==> src/rtl/div_unit_if.sv <==
// rtl/div_unit_if.sv - execute-stage divide request/response bundle
interface div_unit_if;
    logic        start_i;
    logic        signed_i;
    logic [31:0] opdata1_i;
    logic [31:0] opdata2_i;
    logic        annul_i;
    logic [63:0] result_o;
    logic        ready_o;
    logic        stall_o;

    modport master (
        output start_i, signed_i, opdata1_i, opdata2_i, annul_i,
        input  result_o, ready_o, stall_o
    );

    modport slave (
        input  start_i, signed_i, opdata1_i, opdata2_i, annul_i,
        output result_o, ready_o, stall_o
    );
endinterface

==> src/rtl/div_unit.sv <==
// rtl/div_unit.sv - 32-bit signed/unsigned restoring radix-2 divider, 32-cycle
module div_unit (
    input  logic      clk,
    input  logic      rst,
    div_unit_if.slave bus
);
    typedef enum logic [1:0] {
        IDLE    = 2'd0,
        DIVZERO = 2'd1,
        ON      = 2'd2,
        END     = 2'd3
    } stateT;

    stateT       state;
    logic [5:0]  counter;
    logic [64:0] work;        // {remainder[64:33], next dividend bit / quotient bits [32:0]}
    logic [31:0] divisor;
    logic        op1Neg;
    logic        op2Neg;
    logic        readyQ;
    logic [63:0] resultQ;

    logic [31:0] op1Mag;
    logic [31:0] op2Mag;
    logic [32:0] minuend;
    logic        takeStep;
    logic [31:0] diff;
    logic [64:0] nextWork;
    logic [31:0] quoFix;
    logic [31:0] remFix;

    // Operand magnitudes; only negative values of a signed divide are negated
    always_comb begin
        op1Mag = (bus.signed_i && bus.opdata1_i[31]) ? (~bus.opdata1_i + 32'd1) : bus.opdata1_i;
        op2Mag = (bus.signed_i && bus.opdata2_i[31]) ? (~bus.opdata2_i + 32'd1) : bus.opdata2_i;
    end

    // One restoring step; the compare uses 33 bits because the shifted remainder can exceed 32 bits
    always_comb begin
        minuend  = work[64:32];
        takeStep = (minuend >= {1'b0, divisor});
        diff     = minuend[31:0] - divisor;
        if (takeStep) begin
            nextWork = {diff, work[31:0], 1'b1};
        end else begin
            nextWork = {work[63:0], 1'b0};
        end
        quoFix = (op1Neg ^ op2Neg) ? (~nextWork[31:0] + 32'd1) : nextWork[31:0];
        remFix = op1Neg ? (~nextWork[64:33] + 32'd1) : nextWork[64:33];
    end

    // Divide sequencer; flush beats a held request, result is cleared whenever not ready
    always_ff @(posedge clk or negedge rst) begin
        if (!rst) begin
            state   <= IDLE;
            counter <= 6'd0;
            work    <= 65'd0;
            divisor <= 32'd0;
            op1Neg  <= 1'b0;
            op2Neg  <= 1'b0;
            readyQ  <= 1'b0;
            resultQ <= 64'd0;
        end else begin
            case (state)
                IDLE: begin
                    readyQ  <= 1'b0;
                    resultQ <= 64'd0;
                    if (bus.start_i && !bus.annul_i) begin
                        op1Neg  <= bus.signed_i & bus.opdata1_i[31];
                        op2Neg  <= bus.signed_i & bus.opdata2_i[31];
                        divisor <= op2Mag;
                        work    <= {32'd0, op1Mag, 1'b0};
                        counter <= 6'd0;
                        state   <= (bus.opdata2_i == 32'd0) ? DIVZERO : ON;
                    end
                end
                DIVZERO: begin
                    // Zero result is published from END on the following edge
                    resultQ <= 64'd0;
                    readyQ  <= 1'b0;
                    state   <= bus.annul_i ? IDLE : END;
                end
                ON: begin
                    if (bus.annul_i) begin
                        state   <= IDLE;
                        readyQ  <= 1'b0;
                        resultQ <= 64'd0;
                    end else begin
                        work    <= nextWork;
                        counter <= counter + 6'd1;
                        if (counter == 6'd31) begin
                            state   <= END;
                            readyQ  <= 1'b1;
                            resultQ <= {remFix, quoFix};
                        end
                    end
                end
                END: begin
                    if (bus.annul_i || !bus.start_i) begin
                        state   <= IDLE;
                        readyQ  <= 1'b0;
                        resultQ <= 64'd0;
                    end else begin
                        readyQ <= 1'b1;
                    end
                end
                default: state <= IDLE;
            endcase
        end
    end

    assign bus.ready_o  = readyQ;
    assign bus.result_o = resultQ;
    assign bus.stall_o  = bus.start_i & ~readyQ;
endmodule

==> src/flat_wrapper.sv <==
// flat-port wrapper written by rule: the top's interface ports become plain ports
module div_unit_flat 
  (clk, rst, bus_start_i, bus_signed_i, bus_opdata1_i, bus_opdata2_i, bus_annul_i, bus_result_o, bus_ready_o, bus_stall_o);
  div_unit_if bus_i ();
  input  logic clk;
  input  logic rst;
  input wire logic [$bits(bus_i.start_i)-1:0] bus_start_i;
  input wire logic [$bits(bus_i.signed_i)-1:0] bus_signed_i;
  input wire logic [$bits(bus_i.opdata1_i)-1:0] bus_opdata1_i;
  input wire logic [$bits(bus_i.opdata2_i)-1:0] bus_opdata2_i;
  input wire logic [$bits(bus_i.annul_i)-1:0] bus_annul_i;
  output wire logic [$bits(bus_i.result_o)-1:0] bus_result_o;
  output wire logic [$bits(bus_i.ready_o)-1:0] bus_ready_o;
  output wire logic [$bits(bus_i.stall_o)-1:0] bus_stall_o;
  assign bus_i.start_i = bus_start_i;
  assign bus_i.signed_i = bus_signed_i;
  assign bus_i.opdata1_i = bus_opdata1_i;
  assign bus_i.opdata2_i = bus_opdata2_i;
  assign bus_i.annul_i = bus_annul_i;
  assign bus_result_o = bus_i.result_o;
  assign bus_ready_o = bus_i.ready_o;
  assign bus_stall_o = bus_i.stall_o;
  div_unit u_core (.clk(clk), .rst(rst), .bus(bus_i));
endmodule
==> config.mk <==
export PLATFORM = sky130hd
export DESIGN_NAME = div_unit_flat
export DESIGN_NICKNAME = d
export VERILOG_FILES = /design/src/rtl/div_unit_if.sv /design/src/rtl/div_unit.sv /design/src/flat_wrapper.sv
export SDC_FILE = /design/constraint.sdc
export NUM_CORES = 1
export LEC_CHECK = 0
export ABC_AREA = 0
export BUFFER_PORTS_ARGS = -buffer_cell sky130_fd_sc_hd__buf_2
export CORE_MARGIN = 3
export CORE_UTILIZATION = 40
export DETAILED_ROUTE_END_ITERATION = 10
export HOLD_SLACK_MARGIN = 0.06
export PLACE_DENSITY = 0.6
export SETUP_SLACK_MARGIN = 0.4
export SYNTH_ARGS = -nofsm -noshare
export SYNTH_HDL_FRONTEND = slang
export SYNTH_SLANG_ARGS = --single-unit
==> constraint.sdc <==
create_clock -name clk -period 11.95 [get_ports clk]
set_clock_uncertainty 0.1 [all_clocks]
set_input_delay 1.7925 -clock clk [delete_from_list [all_inputs] [get_ports clk]]
set_output_delay 1.7925 -clock clk [all_outputs]
set_load 0.02 [all_outputs]
==> results of run 1 <==
==> registers in the layout (all words and copies together), names as in the netlist <==
signal	cells
u_core.work	65
u_core.bus.result_o	64
u_core.divisor	32
u_core.counter	6
u_core.state	2
u_core.bus.ready_o	1
u_core.op1Neg	1
u_core.op2Neg	1
==> power groups by stage <==
stage                     clock network [W]  logic (W)  registers [W]
after global routing               0.000608    0.00325        0.00107
after global placement                    0    0.00289        0.00104
after CTS                          0.000585    0.00292        0.00104
after floorplan                           0    0.00209        0.00107
final                              0.000572    0.00294        0.00104
after detailed placement                  0    0.00290        0.00105
==> layer usage <==
layer  GRT usage [%]  vias to the layer above  wire [um]
met5               0                        -          0
li1                -                     5509          -
met1            32.5                     5287      17600
met4            7.18                        0       1120
met2            33.6                      278      15800
met3            2.73                       59       1360
==> metrics by stage <==
stage,utilization (%),cells,setup slack (ns),total power [W]
finish,45.7,1990,6.09,0.00455
global placement,43.7,1958,6.29,0.00393
global route,45.7,1990,5.55,0.00493
detailed placement,43.7,1958,6.20,0.00395
CTS,45.7,1990,6.17,0.00454
floorplan,-,1509,6.81,0.00316
==> layout by cell type (no fill, tap or decap), drive strengths merged, types with 5 or more instances in the layout <==
master  instances
nor4           19
nand2         241
buf           143
o41ai          13
nand3          23
o211ai          5
a31oi           9
a21oi         123
a21o           16
nor2          106
dfrtp         172
or2             6
nand4          18
nor3           26
or4            11
nand2b         12
a211oi         10
xnor2          72
o31ai          24
inv            62
nor2b          15
clkbuf         17
and2           13
a22o            8
ha             41
xor2           63
or3            18
and3           10
mux2i          18
o21ai         210
==> Yosys cell counts, types with 22 or more instances <==
| cell type | instances | share of area (%) |
|---|---|---|
| nor3_1 | 26 | 1.1 |
| o31ai_1 | 23 | 1.4 |
| inv_1 | 54 | 1.7 |
| xor2_1 | 63 | 4.5 |
| o21ai_0 | 200 | 8.2 |
| nor2_1 | 106 | 3.3 |
| nand2_1 | 239 | 7.4 |
| a21oi_1 | 120 | 4.9 |
| xnor2_1 | 72 | 5.2 |
| nand3_1 | 22 | 0.91 |
| dfrtp_1 | 172 | 35 |
| clkbuf_1 | 53 | 1.6 |
| ha_1 | 41 | 4.2 |
==> final timing paths <==
path	end	slack [ns]	from	cells past startpoint
max in group asynchronous	u_core.work[15]	8.57	rst	3
hold / removal	u_core.bus.result_o[4]	0.37	u_core.bus.result_o[4]	2
hold reg to reg	u_core.bus.result_o[4]	0.37	u_core.bus.result_o[4]	2
min in group asynchronous	u_core.divisor[25]	1.16	rst	1
setup reg to reg	u_core.bus.result_o[62]	6.09	u_core.work[35]	16
setup / recovery	u_core.bus.result_o[62]	6.09	u_core.work[35]	16
==> critical path: stages, from the launching register on <==
cell       delay [ns]
dfrtp_1          0.47
ha_1             0.44
a21o_1           0.27
a21oi_4          0.27
a2111oi_4        0.14
o311ai_2         0.44
nand2_4          0.40
inv_2            0.68
nor2_1           0.09
a21oi_1          0.24
ha_1             0.25
inv_1            0.10
a2111oi_1        0.72
or4b_1           0.58
o31ai_1          0.27
xor2_1           0.17
o21ai_0          0.09
==> kinds of logic (layout without fill, tap and decap cells) <==
kind of cell | after synthesis | in the layout | share of synthesized area [%]
XOR/XNOR | 135 | 135 | 9.73
multiplexers | 20 | 20 | 1.67
AND/OR/NAND/NOR | 535 | 535 | 20.8
flip-flops | 172 | 172 | 35.4
AO/OA/AOI/OAI | 466 | 466 | 23.3
adder cells (fa/ha/maj) | 42 | 42 | 4.39
buffers and inverters | 139 | 230 | 4.72
==> layout make-up <==
class,instances,area [um2]
fill,3012,16200
clock inverter,15,173
tap,390,488
timing repair buffer,143,744
inverter,55,206
multi-input combinational,1198,7280
sequential,172,4300
clock buffer,17,425
==> results.toml, run 1 <==
[synth]
synth_nets = 1620
synth_warnings = 0
synth_edf_count = 0
yosysSeqAreaShare_pct = 35.4
synth_seq_cells = 172
syn-cell-area_mm2 = 0.0121
syn_avg_cell_area_um2 = 8.05
async_flop_share_pct = 100
dominantRegCellSynth = "dfrtp_1"
synth_cell_type_count = 89
netlist_instances = 1509

[setup_path]
path_max_fanout = 45
crit_arrival_ns = 6.06
cp-end-kind = "flip-flop"
cp.required_ns = 12.16
worstSetupPathType = "flip-flop to flip-flop"
cp-start-kind = "flip-flop"

[place]
port_buffers = 134
hpwlAfterDp_um = 27500
globalplace.congestion = 0.915
dpl-instance-area_mm2 = 0.0130

[clock_network]
cts_tree = "yes"
htree_levels = 4
cts_inserted_buffers = 17
clockBufferDepth = 2
clockRootBuffer = "clkbuf_16"
hold_buffers = 0
cts_setup_buffers = 0
insertion_delay_ns = 0.44
cts_resized = 0
cts_num_sinks = 172
clkTransAtPathRegs_ns = 0.08

[grt]
grt_max_degree = 73
grt_use_total_pct = 22.0
grt_pass1_wl_um = 58200
antenna_found_initial = 1
grt_overflow = 0
grt_pass1_vias = 10500

[floorplan]
io_pins = 135
die_width_um = 180
initial_core_util_pct = 40.8
rows = 63
core_mm2 = 0.0298
die_h_um = 180
design.die.area_mm2 = 0.0325

[route]
avgViaCountPerCell = 5.59
drc_errors = 0
postRouteAntennaNets = 0
avgRoutedWirePerCell_um = 18.1
wirelength_um = 35900
drt_first_pass_iters = 5
drt_iter0_drc = 1046
vias = 11100

[sta]
min_period_over_period_pct = 49.0
period_needed_ns = 5.86
fmax_ghz = 0.171
setup_tns_ns = 0
worst_slew_pin_slew_ns = 1.08
drv_slew = 0
rsz0062_at_grt = "no"
slew_headroom_pct = 27.4
holdWs_ns = 0.373
hold_viol_final = 0
finalSetupViolCount = 0

[final_layout]
area_growth_pct = 12.1
drive_above_1_share_pct = 13.2
antenna_cells = 0
design_area_mm2 = 0.0136
fin_nets = 1698

[pwr]
powerDensity_mw_per_mm2 = 334
clkPwrFrac_pct = 12.6
ir_drop_mv = 0.213
combPwrFrac_pct = 64.6
switching_share_pct = 53.0
switchingPower_w = 0.00241
p_seq_share_pct = 22.9
p_leak_nw = 6.05
internal_power_w = 0.00214

[hold_path]
min_path_type = "flip-flop to flip-flop"

[outcome]
status = "complete, no violations"

[run]
maxCapViolCount = 0
Note: power is estimated with default switching activity, not from simulation.
==> run 2: changes to the inputs <==
--- a/config.mk
+++ b/config.mk
@@ -11,7 +11,7 @@
 export CORE_UTILIZATION = 40
 export DETAILED_ROUTE_END_ITERATION = 10
 export HOLD_SLACK_MARGIN = 0.06
-export PLACE_DENSITY = 0.6
+export PLACE_DENSITY = 0.62
 export SETUP_SLACK_MARGIN = 0.4
 export SYNTH_ARGS = -nofsm -noshare
 export SYNTH_HDL_FRONTEND = slang
==> constraint.sdc (replaced) <==
create_clock -name clk -period 5.16 [get_ports clk]
set_clock_uncertainty 0.1 [all_clocks]
set_input_delay 0.774 -clock clk [delete_from_list [all_inputs] [get_ports clk]]
set_output_delay 0.774 -clock clk [all_outputs]
set_load 0.02 [all_outputs]
==> results.toml, run 2 (same netlist as run 1, synthesis figures left out) <==
[sta]
worst_slack_ns = 0.567
period_needed_ns = 4.59
holdWs_ns = 0.185
worst_slew_pin_slew_ns = 1.11
min_period_over_period_pct = 89.0
setup_tns_ns = 0
fmax_ghz = 0.218
drv_slew = 0
slew_headroom_pct = 25.5
finalSetupViolCount = 0
rsz0062_at_grt = "no"
hold_viol_final = 0

[hold_path]
min_path_type = "input port to async pin"

[setup_path]
crit_arrival_ns = 4.80
worst-path-buf-inv = 2
cp-start-kind = "flip-flop"
max_stage_delay_ns = 0.57
cp-end-kind = "flip-flop"
cp_top_family = "simple AND/OR/NAND/NOR gates"
path_cells = "inv_1 -> ha_2 -> inv_1 -> fa_1 -> a21o_1 -> a21o_1 -> xor2_1 -> or3_4 -> nor4_4 -> a41oi_2 -> or4b_4 -> or4_4 -> o31ai_2 -> xor2_1 -> o21ai_1"
worstSetupPathType = "flip-flop to flip-flop"
path_max_fanout = 4
cp.required_ns = 5.37
critPathSlowestCell = "or4_4"

[grt]
grt_pass1_wl_um = 59700
grt_max_degree = 120
grt_use_total_pct = 22.6
antenna_found_initial = 1
grt_overflow = 0
grt_pass1_vias = 11000

[clock_network]
clockBufferDepth = 2
htree_levels = 4
cts_inserted_buffers = 17
cts_tree = "yes"
insertion_delay_ns = 0.44
hold_buffers = 0
clkTransAtPathRegs_ns = 0.08
clockRootBuffer = "clkbuf_16"
cts_num_sinks = 172

[pwr]
p_leak_nw = 6.15
powerDensity_mw_per_mm2 = 786
ir_drop_mv = 0.396

[final_layout]
area_growth_pct = 14.6
multi_input_area_mm2 = 0.00744
design_area_mm2 = 0.0139
regMostFlops = "u_core.work"
fillers = 2976
regArea_mm2 = 0.00431
drive_above_1_share_pct = 15.4
antenna_cells = 0
fin_nets = 1713
layout_common_cells = "nand2_1 (237), o21ai_0 (200), dfrtp_1 (170)"
final_common_cell = "nand2_1"
largest_reg_flops = 65

[floorplan]
core_mm2 = 0.0298
rows = 63
die_width_um = 180
design.die.area_mm2 = 0.0325
io_pins = 135
die_h_um = 180
initial_core_util_pct = 40.8

[run]
maxCapViolCount = 0

[route]
drt_first_pass_iters = 6
avgRoutedWirePerCell_um = 18.5
wirelength_um = 37000
drc_errors = 0
vias = 11200
drt_iter0_drc = 751
avgViaCountPerCell = 5.58
postRouteAntennaNets = 0

[place]
globalplace.congestion = 0.934
port_buffers = 134
place_ws_ns = 0.350
hpwlAfterDp_um = 28700
dpl-instance-area_mm2 = 0.0131

[outcome]
status = "complete, no violations"
## run 2: layout make-up
class | count | area share [%]
clock inverters | 15 | 1.23
multi-input cells | 1198 | 53.5
repair buffers | 158 | 6.34
inverters | 55 | 1.48
well taps | 390 | 3.51
clock buffers | 17 | 3.06
flip-flops and latches | 172 | 30.9
## run 2: per-layer routing
metal / vias up / wire length [um] / global-route usage (%) / part of all wire [%]
met2: 297 / 16500 / 35.3 / 45
met1: 5308 / 17600 / 32.1 / 48
li1: 5536 / - / - / -
met4: 0 / 1110 / 7.43 / 3.0
met5: - / 0 / 0 / 0
met3: 52 / 1770 / 3.65 / 4.8
## run 2: final timing paths
| check | start | endpoint | slack (ns) | cells after the start |
|---|---|---|---|---|
| worst max register to register | u_core.work[32] | u_core.bus.result_o[61] | 0.57 | 15 |
| worst max-delay path | u_core.work[32] | u_core.bus.result_o[61] | 0.57 | 15 |
| worst min register to register | u_core.bus.result_o[12] | u_core.bus.result_o[12] | 0.38 | 2 |
| min in group clk | u_core.bus.result_o[12] | u_core.bus.result_o[12] | 0.38 | 2 |
| worst min-delay path | rst | u_core.divisor[21] | 0.18 | 1 |
| max in group asynchronous | rst | u_core.work[7] | 3.71 | 2 |
## run 2: stage by stage
stage | std cells | util (%) | total power [W]
floorplan | 1509 | - | 0.00734
global placement | 1970 | 44.1 | 0.00929
detailed placement | 1970 | 44.1 | 0.00934
CTS | 2002 | 46.2 | 0.0107
global route | 2005 | 46.7 | 0.0119
finish | 2005 | 46.7 | 0.0109
## run 2: repair_timing
item / in CTS / in global routing
gates resized for setup: 2 / 28
buffers inserted: 0 / 3
pin swaps: 0 / 7
endpoints found under the setup margin: 3 / 13
## run 2: where the power goes
group          switching [W]  total (W)  internal, W  leakage, nW
combinational        0.00462    0.00722      0.00260         3.59
sequential          0.000538    0.00242      0.00188         2.27
clock               0.000655    0.00131     0.000655        0.292
==> run 3: changes to the inputs <==
--- a/config.mk
+++ b/config.mk
@@ -6,7 +6,7 @@
 export NUM_CORES = 1
 export LEC_CHECK = 0
 export ABC_AREA = 0
-export BUFFER_PORTS_ARGS = -buffer_cell sky130_fd_sc_hd__buf_2
+export BUFFER_PORTS_ARGS = -buffer_cell sky130_fd_sc_hd__buf_4
 export CORE_MARGIN = 3
 export CORE_UTILIZATION = 40
 export DETAILED_ROUTE_END_ITERATION = 10
==> results.toml, run 3 (same netlist as run 1, synthesis figures left out) <==
[clock_network]
htree_levels = 4
hold_buffers = 0
cts_inserted_buffers = 17
clockBufferDepth = 2
insertion_delay_ns = 0.44
clockRootBuffer = "clkbuf_16"
cts_num_sinks = 172
clkTransAtPathRegs_ns = 0.08
cts_tree = "yes"

[sta]
period_needed_ns = 4.57
drv_slew = 0
finalSetupViolCount = 0
slew_headroom_pct = 27.4
rsz0062_at_grt = "no"
fmax_ghz = 0.219
hold_viol_final = 0
min_period_over_period_pct = 88.6
setup_tns_ns = 0
worst_slew_pin_slew_ns = 1.09

[setup_path]
max_stage_delay_ns = 0.61
crit_arrival_ns = 4.79
path_max_fanout = 4
cp.required_ns = 5.38
cp-end-kind = "flip-flop"
worstReg2RegStart = "u_core.work[32]"
worstSetupPathType = "flip-flop to flip-flop"
critPathSlowestCell = "or4b_4"
path_cells = "inv_1 -> ha_2 -> inv_1 -> fa_1 -> a21o_1 -> nand4_1 -> a2111oi_0 -> buf_4 -> or3_1 -> xnor2_2 -> a32oi_2 -> or4b_4 -> or4_4 -> o41ai_2 -> xor2_1 -> o21ai_1"
worst_path_most_repeated_cell = "inv_1"
cp-start-kind = "flip-flop"
reg2reg_slack_ns = 0.59
worstReg2RegEnd = "u_core.bus.result_o[63]"
r2r_cells = 16

[pwr]
p_leak_nw = 6.23
switching_share_pct = 52.3
combPwrFrac_pct = 66.4
powerDensity_mw_per_mm2 = 779
internal_power_w = 0.00532
clkPwrFrac_pct = 11.9
switchingPower_w = 0.00584
p_seq_share_pct = 21.7
ir_drop_mv = 0.368
total_power_w = 0.0112

[hold_path]
min_path_type = "input port to async pin"

[route]
drt_iter0_drc = 821
postRouteAntennaNets = 0
avgViaCountPerCell = 5.58
drc_errors = 0
vias = 11200
drt_first_pass_iters = 5
avgRoutedWirePerCell_um = 18.5
wirelength_um = 37200

[floorplan]
io_pins = 135
rows = 63
die_width_um = 180
die_h_um = 180
initial_core_util_pct = 40.8
design.die.area_mm2 = 0.0325
core_mm2 = 0.0298

[grt]
grt_overflow = 0
grt_pass1_vias = 10600
grt_pass1_wl_um = 58800
grt_use_total_pct = 22.4
grt_max_degree = 90
antenna_found_initial = 0

[final_layout]
multi_input_area_mm2 = 0.00748
largest_reg_flops = 65
antenna_cells = 0
area_growth_pct = 17.9
fin_nets = 1717
regMostFlops = "u_core.work"
regArea_mm2 = 0.00431
layout_common_cells = "nand2_1 (237), o21ai_0 (199), dfrtp_1 (171)"
final_common_cell = "nand2_1"
drive_above_1_share_pct = 16.0
fillers = 2970

[place]
globalplace.congestion = 0.882
port_buffers = 134
hpwlAfterDp_um = 28600

[run]
maxCapViolCount = 0

[outcome]
status = "complete, no violations"
-- run 3: power by group through the flow --
stage                     Combinational, W  Sequential (W)  Clock, W
after detailed placement           0.00705         0.00243         0
after CTS                          0.00709         0.00241   0.00135
after global routing               0.00811         0.00249   0.00142
after global placement             0.00704         0.00241         0
final                              0.00740         0.00242   0.00133
after floorplan                    0.00486         0.00248         0
-- run 3: worst max-delay path by stage --
| stage | slack, ns | from | to | depth (start not counted) |
|---|---|---|---|---|
| finish | 0.59 | u_core.work[32] | u_core.bus.result_o[63] | 16 |
| global route | 0.40 | u_core.work[32] | u_core.bus.result_o[63] | 16 |
| CTS | 0.41 | u_core.work[36] | u_core.bus.result_o[58] | 16 |
| detailed placement | 0.30 | u_core.work[36] | u_core.bus.result_o[58] | 16 |
| global placement | 0.47 | u_core.work[36] | u_core.bus.result_o[62] | 16 |
| floorplan | 0.44 | u_core.work[33] | u_core.bus.result_o[62] | 19 |
-- run 3: stage by stage --
stage	area, um2	hold slack [ns]	instances	setup WS [ns]	util (%)
2_1_floorplan	12200	0.350	1509	0.437	-
3_3_place_gp	13500	0.365	1973	0.465	45.3
3_5_place_dp	13500	0.370	1973	0.303	45.3
4_1_cts	14100	0.358	2005	0.411	47.3
5_1_grt	14300	0.375	2009	0.397	48.1
6_report	14300	0.315	2009	0.587	48.1
-- run 3: area by class of cell --
type | count | share of cell area [%]
inverters | 55 | 1.44
clock buffers | 17 | 2.97
flip-flops and latches | 172 | 30.1
multi-input cells | 1198 | 52.3
clock inverters | 15 | 1.24
well taps | 390 | 3.41
repair buffers | 162 | 8.61
-- run 3: timing repair --
item	in CTS	in global routing
pin swaps	0	5
cloned	0	0
endpoints found under the setup margin	5	11
gates resized for setup	1	39
setup buffers	0	4
-- run 3: worst max-delay path, delay by kind of cell (launching register included) --
kind	cells	cell delay, ns
adders and majority gates	2	0.61
DFF	1	0.41
AOI/OAI and AO/OA	5	0.82
xor gates and xnor gates	2	0.45
and+or+nand+nor	4	1.74
buffers and inverters	3	0.31
-- run 3: per-layer routing --
metal | vias up | track usage (%) | part of all wire, %
li1 | 5542 | - | -
met1 | 5331 | 32.0 | 48
met2 | 285 | 35.4 | 46
met3 | 44 | 3.57 | 3.9
met4 | 0 | 5.93 | 2.2
met5 | - | 0 | 0
